**src/rtl/mips_pkg.sv**
```systemverilog
// Shared MIPS front-end constants: address geometry, opcode values, fetch FSM states.
package mips_pkg;

    localparam int PC_W       = 10;
    localparam int IMEM_DEPTH = 1000;

    localparam logic [5:0] OPC_RTYPE = 6'b000001;
    localparam logic [5:0] OPC_LW    = 6'b000010;
    localparam logic [5:0] OPC_SW    = 6'b000011;
    localparam logic [5:0] OPC_HALT  = 6'b111111;

    typedef enum logic {RUN, HALT} fetch_state_e;

    function automatic logic [5:0] opcode_of(input logic [31:0] word);
        return word[31:26];
    endfunction

endpackage

```
**src/rtl/fetch_skid_buffer.sv**
```systemverilog
// Two-entry {pc, instr} FIFO between instruction memory and decode; slot 0 is always the head.
module fetch_skid_buffer #(
    parameter int PC_W = 10
) (
    input  logic            clk,
    input  logic            rst_n,
    input  logic            push,
    input  logic [PC_W-1:0] push_pc,
    input  logic [31:0]     push_instr,
    input  logic            pop,
    input  logic            flush,
    output logic [1:0]      occ,
    output logic [PC_W-1:0] head_pc,
    output logic [31:0]     head_instr
);

    logic [1:0][PC_W-1:0] pc_q, pc_d;
    logic [1:0][31:0]     instr_q, instr_d;
    logic [1:0]           occ_q, occ_d;

    always_comb begin
        pc_d    = pc_q;
        instr_d = instr_q;
        occ_d   = occ_q;
        if (pop) begin
            pc_d[0]    = pc_q[1];
            instr_d[0] = instr_q[1];
        end
        if (flush) begin
            occ_d = 2'd0;
        end else begin
            // The new word goes to whichever slot is first free after this cycle's pop.
            if (push) begin
                if (occ_q == 2'd0 || (occ_q == 2'd1 && pop)) begin
                    pc_d[0]    = push_pc;
                    instr_d[0] = push_instr;
                end else begin
                    pc_d[1]    = push_pc;
                    instr_d[1] = push_instr;
                end
            end
            occ_d = occ_q + {1'b0, push} - {1'b0, pop};
        end
    end

    always_ff @(posedge clk or negedge rst_n) begin
        if (!rst_n) begin
            pc_q    <= '0;
            instr_q <= '0;
            occ_q   <= 2'd0;
        end else begin
            pc_q    <= pc_d;
            instr_q <= instr_d;
            occ_q   <= occ_d;
        end
    end

    assign occ        = occ_q;
    assign head_pc    = pc_q[0];
    assign head_instr = instr_q[0];

endmodule

```
**src/rtl/fetch_unit.sv**
```systemverilog
// PC/fetch stage: issues word addresses to a 1-cycle instruction memory and feeds decode.
// Define FETCH_HALT_EN to stop fetching after a word with the HALT opcode arrives.
module fetch_unit #(
    parameter int              PC_W       = mips_pkg::PC_W,
    parameter int              IMEM_DEPTH = mips_pkg::IMEM_DEPTH,
    parameter logic [PC_W-1:0] RESET_PC   = '0
) (
    input  logic            clk,
    input  logic            rst_n,
    output logic [PC_W-1:0] imem_pc,
    input  logic [31:0]     imem_data,
    input  logic            redirect_valid,
    input  logic [PC_W-1:0] redirect_pc,
    output logic            id_valid,
    input  logic            id_ready,
    output logic [31:0]     id_instr,
    output logic [PC_W-1:0] id_pc,
    output logic            halted
);
    import mips_pkg::*;

    localparam logic [PC_W-1:0] LAST_PC = PC_W'(IMEM_DEPTH - 1);
    localparam logic [PC_W:0]   DEPTH_X = (PC_W + 1)'(IMEM_DEPTH);

    logic [PC_W-1:0] pc_q, pc_d, inflight_pc_q, inflight_pc_d;
    logic            inflight_q, inflight_d;
    fetch_state_e    state_q, state_d;

    logic [1:0] occ;
    logic [2:0] credit;
    logic       pop, push, issue, halt_hit;

    assign pop  = id_valid & id_ready;
    // A redirect discards the word returning this cycle.
    assign push = inflight_q & ~redirect_valid;
    // occ + inflight never exceeds 2 and pop implies occ>0, so this cannot underflow.
    assign credit = {1'b0, occ} + {2'b0, inflight_q} - {2'b0, pop};

`ifdef FETCH_HALT_EN
    assign halt_hit = push && (state_q == RUN) && (opcode_of(imem_data) == OPC_HALT);
    assign halted   = (state_q == HALT);
`else
    assign halt_hit = 1'b0;
    assign halted   = 1'b0;
`endif

    // Blocking issue on the halt word's arrival keeps imem_pc parked just past it.
    assign issue = (state_q == RUN) & ~redirect_valid & ~halt_hit & (credit < 3'd2);

    always_comb begin
        pc_d          = pc_q;
        inflight_d    = issue;
        inflight_pc_d = issue ? pc_q : inflight_pc_q;
        state_d       = state_q;
        if (redirect_valid) begin
            pc_d    = ({1'b0, redirect_pc} >= DEPTH_X) ? '0 : redirect_pc;
            state_d = RUN;
        end else begin
            if (issue) pc_d = (pc_q == LAST_PC) ? '0 : pc_q + 1'b1;
            if (halt_hit) state_d = HALT;
        end
    end

    always_ff @(posedge clk or negedge rst_n) begin
        if (!rst_n) begin
            pc_q          <= RESET_PC;
            inflight_q    <= 1'b0;
            inflight_pc_q <= '0;
            state_q       <= RUN;
        end else begin
            pc_q          <= pc_d;
            inflight_q    <= inflight_d;
            inflight_pc_q <= inflight_pc_d;
            state_q       <= state_d;
        end
    end

    fetch_skid_buffer #(.PC_W(PC_W)) u_buf (
        .clk        (clk),
        .rst_n      (rst_n),
        .push       (push),
        .push_pc    (inflight_pc_q),
        .push_instr (imem_data),
        .pop        (pop),
        .flush      (redirect_valid),
        .occ        (occ),
        .head_pc    (id_pc),
        .head_instr (id_instr)
    );

    assign imem_pc  = pc_q;
    assign id_valid = (occ != 2'd0);

endmodule
```
**config.mk**
```make
export PLATFORM = sky130hd
export DESIGN_NAME = fetch_unit
export DESIGN_NICKNAME = d
export VERILOG_FILES = /design/src/rtl/mips_pkg.sv /design/src/rtl/fetch_skid_buffer.sv /design/src/rtl/fetch_unit.sv
export SDC_FILE = /design/constraint.sdc
export NUM_CORES = 1
export LEC_CHECK = 0
export CAP_MARGIN = 20
export CORE_ASPECT_RATIO = 0.5
export CORE_MARGIN = 4
export CORE_UTILIZATION = 50
export DETAILED_ROUTE_END_ITERATION = 10
export PLACE_DENSITY = 0.81
export SLEW_MARGIN = 5
export SYNTH_ARGS = -nofsm -noshare
export SYNTH_HDL_FRONTEND = slang
export SYNTH_SLANG_ARGS = --single-unit
```
**constraint.sdc**
```tcl
create_clock -name clk -period 5.4 [get_ports clk]
set_input_delay 1.08 -clock clk [delete_from_list [all_inputs] [get_ports clk]]
set_output_delay 1.08 -clock clk [all_outputs]
set_load 0.01 [all_outputs]
```
Word level (Yosys, flattened, before mapping). Cells that the tools add are included.

Flip-flop bits (word level): 107. Output and inout port bits: 54.

$add $sub $neg: 5. Magnitude comparators: 2. Eq/ne operators: 2. Multiplexer cells: 13. Bitwise gates (word level): 5. Reduce and logical (&&, ||, !) cells: 6.

Operator list (number): $mux W32 (4); $mux W10 (8); $add A10 B1 Y10 const B (1); $eq A10 B10 Y1 const B (1); $ge A10 B10 Y1 const B (1); $reduce_bool A2 Y1 (2); $add A2 B1 Y3 (1); $and A1 B1 Y1 (3); $lt A3 B2 Y1 const B (1); $reduce_and A3 Y1 (1); $sub A3 B1 Y3 (1); $add A2 B1 Y2 (1); $eq A2 B1 Y1 const B (1); $logic_not A2 Y1 (1); $mux W2 (1); $not A1 Y1 (2); $sub A2 B1 Y2 (1); $logic_and A1 B1 Y1 (1); $logic_or A1 B1 Y1 (1).

Depth between registers and ports, before layout.
Depth in word-level cells: 7. Depth in mapped cells: 12. Depth with buffers taken out: 10.

Cells and area by module. A second synthesis with hierarchy kept.

Cell total of the unflattened synthesis: 399. Area total of the unflattened synthesis: 5311.3 um^2.

Modules (own cells, without submodules): fetch_skid_buffer (instances 1, cells each 279, area each 4088.9 um^2, sequential area each 2152.1 um^2); fetch_unit (instances 1, cells each 120, area each 1222.4 um^2, sequential area each 525.5 um^2).

Worst setup path after synthesis. Ideal clock, no wire load.

Kind: input-to-reg. Start point: in id_ready. End point: reg inflight_pc_q[3]. Setup time: 0.125 ns. Arrival: 3.069 ns. Required time: 5.275 ns. Slack: 2.206 ns. Stages: 10. Cells stage by stage: nand2_1 > or2_2 > inv_1 > or2_2 > nand2_1 > fa_1 > inv_1 > nor3_4 > buf_6 > mux2_4.

Cells in the longest elaborated chain, start to end: 4.

Ends and longest elaborated chain: start: declaration (line fetch_unit.sv:15) `input logic id_ready,`; $and A1 B1 Y1 (line fetch_unit.sv:33) `assign pop = id_valid & id_ready;`; $sub A3 B1 Y3 (line fetch_unit.sv:37) `assign credit = {1'b0, occ} + {2'b0, inflight_q} - {2'b0, pop};`; $lt A3 B2 Y1 (line fetch_unit.sv:48) `assign issue = (state_q == RUN) & ~redirect_valid & ~halt_hit & (credit < 3'd2);`; $and A1 B1 Y1 (line fetch_unit.sv:48); via inflight_d (line fetch_unit.sv:26) `logic inflight_q, inflight_d;`; end signal: assignment (line fetch_unit.sv:73) `inflight_pc_q <= inflight_pc_d;`; end: declaration (line fetch_unit.sv:25) `logic [PC_W-1:0] pc_q, pc_d, inflight_pc_q, inflight_pc_d;`.

The timed path passes the listed nets, and every way through them passes these cells. A chain may end at the register's enable or synchronous reset.

Worst setup path after layout.
Start point: in id_ready. End point: reg inflight_pc_q[9].

Cells in the longest elaborated chain, start to end: 4.

Ends and longest elaborated chain (line): $and A1 B1 Y1 (fetch_unit.sv:33); $sub A3 B1 Y3 (fetch_unit.sv:37); $lt A3 B2 Y1 (fetch_unit.sv:48); $and A1 B1 Y1 (fetch_unit.sv:48).

No other way between the ends.

==> flow_summary.json <==
{
  "status": "finished, final reports clean",
  "hold_violations": 0,
  "drive_gt1_share_pct": 16.67,
  "core_mm2": 0.009759,
  "postCtsSetupRepairBufs": 0,
  "power_frac_seq_pct": 44.7,
  "internal_power_uw": 2180,
  "die_h_um": 80.02,
  "ys_ff_latch": 107,
  "grt_util_met1_pct": 22.70,
  "finalSetupTns_ns": 0,
  "clk_pin_slew_ns": 0.07,
  "grt_pass1_vias": 3316,
  "overflow": 0,
  "cp-startpoint": "id_ready",
  "antenna_found_initial": 0,
  "clock_power_share_pct": 21.2,
  "fill_cells": 801,
  "use_met2_pct": 29.29,
  "leakage_uw": 0.002875,
  "fin_crit_ns": 3.914,
  "vias": 3316,
  "required_ns": 5.62,
  "slowest_delay_ns": 0.66,
  "wl_per_cell_um": 15.99,
  "p_comb_share_pct": 34.1,
  "finish.utilization_pct": 63.56,
  "cts_tree": "built",
  "clock_latency_ns": 0.33,
  "hold_class": "reg -> reg",
  "portBuffers": 98,
  "crit_type": "in -> reg",
  "gp_congestion": 0.9154,
  "cts_num_sinks": 107,
  "die_area_mm2": 0.01216,
  "multi_input_area_mm2": 0.002034,
  "vdd_drop_max_uv": 182.4,
  "crit_fanout": 14,
  "place_ws_ns": 1.180,
  "drtIter0Drc": 217,
  "cts.path.max_buffers": 2,
  "reg2reg_from": "u_buf.occ[1]",
  "fin_ws_ns": 1.486,
  "max-cap-violations": 0,
  "wl_mm": 10.03,
  "path_cells": "clkdlybuf4s50_1, nand2_1, or2_2, inv_1, or2_2, nand2_1, fa_1, inv_1, nor3_4, mux2_2",
  "dr.pass1.iters": 7,
  "synthesis.nets": 489,
  "ys.flop_type": "dfrtp_1",
  "grt_first_pass_wirelength_mm": 16.93,
  "diodes": 0,
  "area_growth_pct": 19.61,
  "cp_top_family": "simple AND/OR/NAND/NOR gates",
  "worst_setup_path_start_kind": "input pin",
  "ant_nets": 0,
  "cts_hold_buf": 0,
  "avgSynthCellArea_um2": 11.81,
  "num-nets-final": 537,
  "fin_crit_sh_pct": 72.49,
  "rows": 25,
  "synth_edf_count": 0,
  "setup_viol": 0,
  "yosysWarnings": 0,
  "switching_share_pct": 29.68,
  "tightest_slew_ns": 0.7954,
  "async_flop_share_pct": 100.0,
  "initial_core_util_pct": 53.14,
  "slew_violations": 0,
  "hold_start": "u_buf.instr_q[51]",
  "cp.arrival_ns": 4.13,
  "fin_skew_ns": 0.008737,
  "ff_latch_area_mm2": 0.002678,
  "chipWidth_um": 152.0,
  "power_per_cell_area_mw_per_mm2": 499.6,
  "numCtsBuffers": 9,
  "rsz0062_at_grt": "false",
  "route.detailed.drc": 0,
  "synthCells": 439,
  "switching_power_uw": 919.9,
  "io_pins": 100,
  "grt_usage_pct": 17.33,
  "cts.htree.levels": 3,
  "critPathSlowestCell": "nor3_4",
  "vias_per_cell": 5.289,
  "postCtsResizedCells": 0,
  "grt-busiest-layer": "met2",
  "cp-end-kind": "register",
  "slew_headroom_pct": 46.73,
  "synth_cell_types": 50,
  "worstPathBufferInverterCount": 3,
  "clock.fmax_ghz": 0.2555,
  "gr-usage-met3_pct": 5.089,
  "syn_area_mm2": 0.005186,
  "cts_root_buffer": "clkbuf_16",
  "dp_hpwl_mm": 6.759,
  "seq_area_frac_synth_pct": 51.63,
  "grt_max_degree": 85
}
==> kinds of logic after synthesis <==
family | count (synthesis) | share of synthesized area, %
AO/OA/AOI/OAI | 72 | 8.324
XOR/XNOR | 5 | 1.134
adder cells (fa/ha/maj) | 4 | 1.110
buffers and inverters | 68 | 9.409
flip-flops | 107 | 51.63
multiplexers | 95 | 20.02
other | 1 | 0.07231
AND/OR/NAND/NOR | 87 | 8.299
==> path summary, 6_finish.rpt <==
path | end | slack [ns] | cells after the start
worst max-delay path | inflight_pc_q[9] | 1.49 | 10
worst min-delay path | u_buf.instr_q[51] | 0.50 | 1
worst max register to register | inflight_pc_q[9] | 2.08 | 9
worst min register to register | u_buf.instr_q[51] | 0.50 | 1
max in group asynchronous | u_buf.head_instr[4] | 3.50 | 2
min in group asynchronous | u_buf.pc_q[13] | 0.82 | 1
==> worst register-to-register path: cells and delay by family, from the launching register on <==
family	cells	cell delay, ns
fa+ha+maj	1	0.60
mux	1	0.41
simple gates	5	1.25
flops	1	0.67
buf+inv	2	0.27
==> Yosys cell counts, drive strengths merged (2+ instances only) <==
| master | number | area share [%] |
|---|---|---|
| mux2 | 52 | 12 |
| xnor2 | 3 | 0.65 |
| buf | 61 | 8.9 |
| or2 | 3 | 0.41 |
| a31oi | 3 | 0.36 |
| nor4 | 2 | 0.24 |
| a21oi | 4 | 0.39 |
| nand2 | 58 | 4.3 |
| ha | 3 | 0.72 |
| a311oi | 2 | 0.34 |
| inv | 4 | 0.29 |
| mux2i | 43 | 8.3 |
| xor2 | 2 | 0.48 |
| o21ai | 48 | 4.7 |
| nor2 | 3 | 0.22 |
| nor2b | 5 | 0.75 |
| clkbuf | 3 | 0.22 |
| a32oi | 2 | 0.34 |
| dfrtp | 107 | 52 |
| nand3 | 4 | 0.39 |
| nor3 | 7 | 1.1 |
| nand4 | 2 | 0.24 |
| o211ai | 3 | 0.43 |
==> per-stage QoR <==
stage	hold WS [ns]	cell area [um^2]	total power, uW	std cells
floorplan	0.4625	5186	2149	439
global placement	0.4859	5897	2421	611
detailed placement	0.4924	5897	2472	611
CTS	0.5079	6203	3143	627
global route	0.5162	6203	3309	627
finish	0.5049	6203	3099	627
==> power groups by stage <==
stage          combinational [uW]  sequential [uW]  clock [uW]
6_report                     1060             1380         658
4_1_cts                      1080             1390         680
5_1_grt                      1160             1430         722
3_5_place_dp                 1070             1400           0
2_1_floorplan                 820             1330           0
3_3_place_gp                 1040             1380           0
==> state kept, by name (all words and copies together) (netlist names) <==
| signal | cells |
|---|---|
| inflight_pc_q | 10 |
| u_buf.head_pc | 10 |
| u_buf.occ | 2 |
| u_buf.instr_q | 32 |
| inflight_q | 1 |
| u_buf.pc_q | 10 |
| imem_pc | 10 |
| u_buf.head_instr | 32 |
==> layer usage <==
metal,up-vias,routed length (um)
met5,-,0
met4,0,65
met3,6,424
met2,92,4941
met1,1624,4596
li1,1594,-
==> layout make-up <==
type / count / area share [%]
Sequential cell: 107 / 43.16
Multi-Input combinational cell: 264 / 32.80
Timing Repair Buffer: 101 / 16.14
Clock buffer: 13 / 4.195
Tap cell: 135 / 2.723
Clock inverter: 3 / 0.7463
Inverter: 4 / 0.2420
==> placed cells by master, fill, tap and decap left out, types with 3 or more instances in the layout <==
cell / instances
o21ai_0: 24
inv_1: 4
ha_1: 3
mux2_2: 46
clkbuf_16: 9
a31oi_1: 3
nand3_1: 4
clkdlybuf4s50_1: 97
a21oi_1: 4
o211ai_1: 3
mux2i_1: 43
dfrtp_1: 107
nor3_1: 4
o21ai_1: 23
nand2_1: 57
nor2_1: 3
nor2b_1: 4
buf_4: 4
mux2_4: 6
No activity file was read; power rests on OpenSTA's default activity.
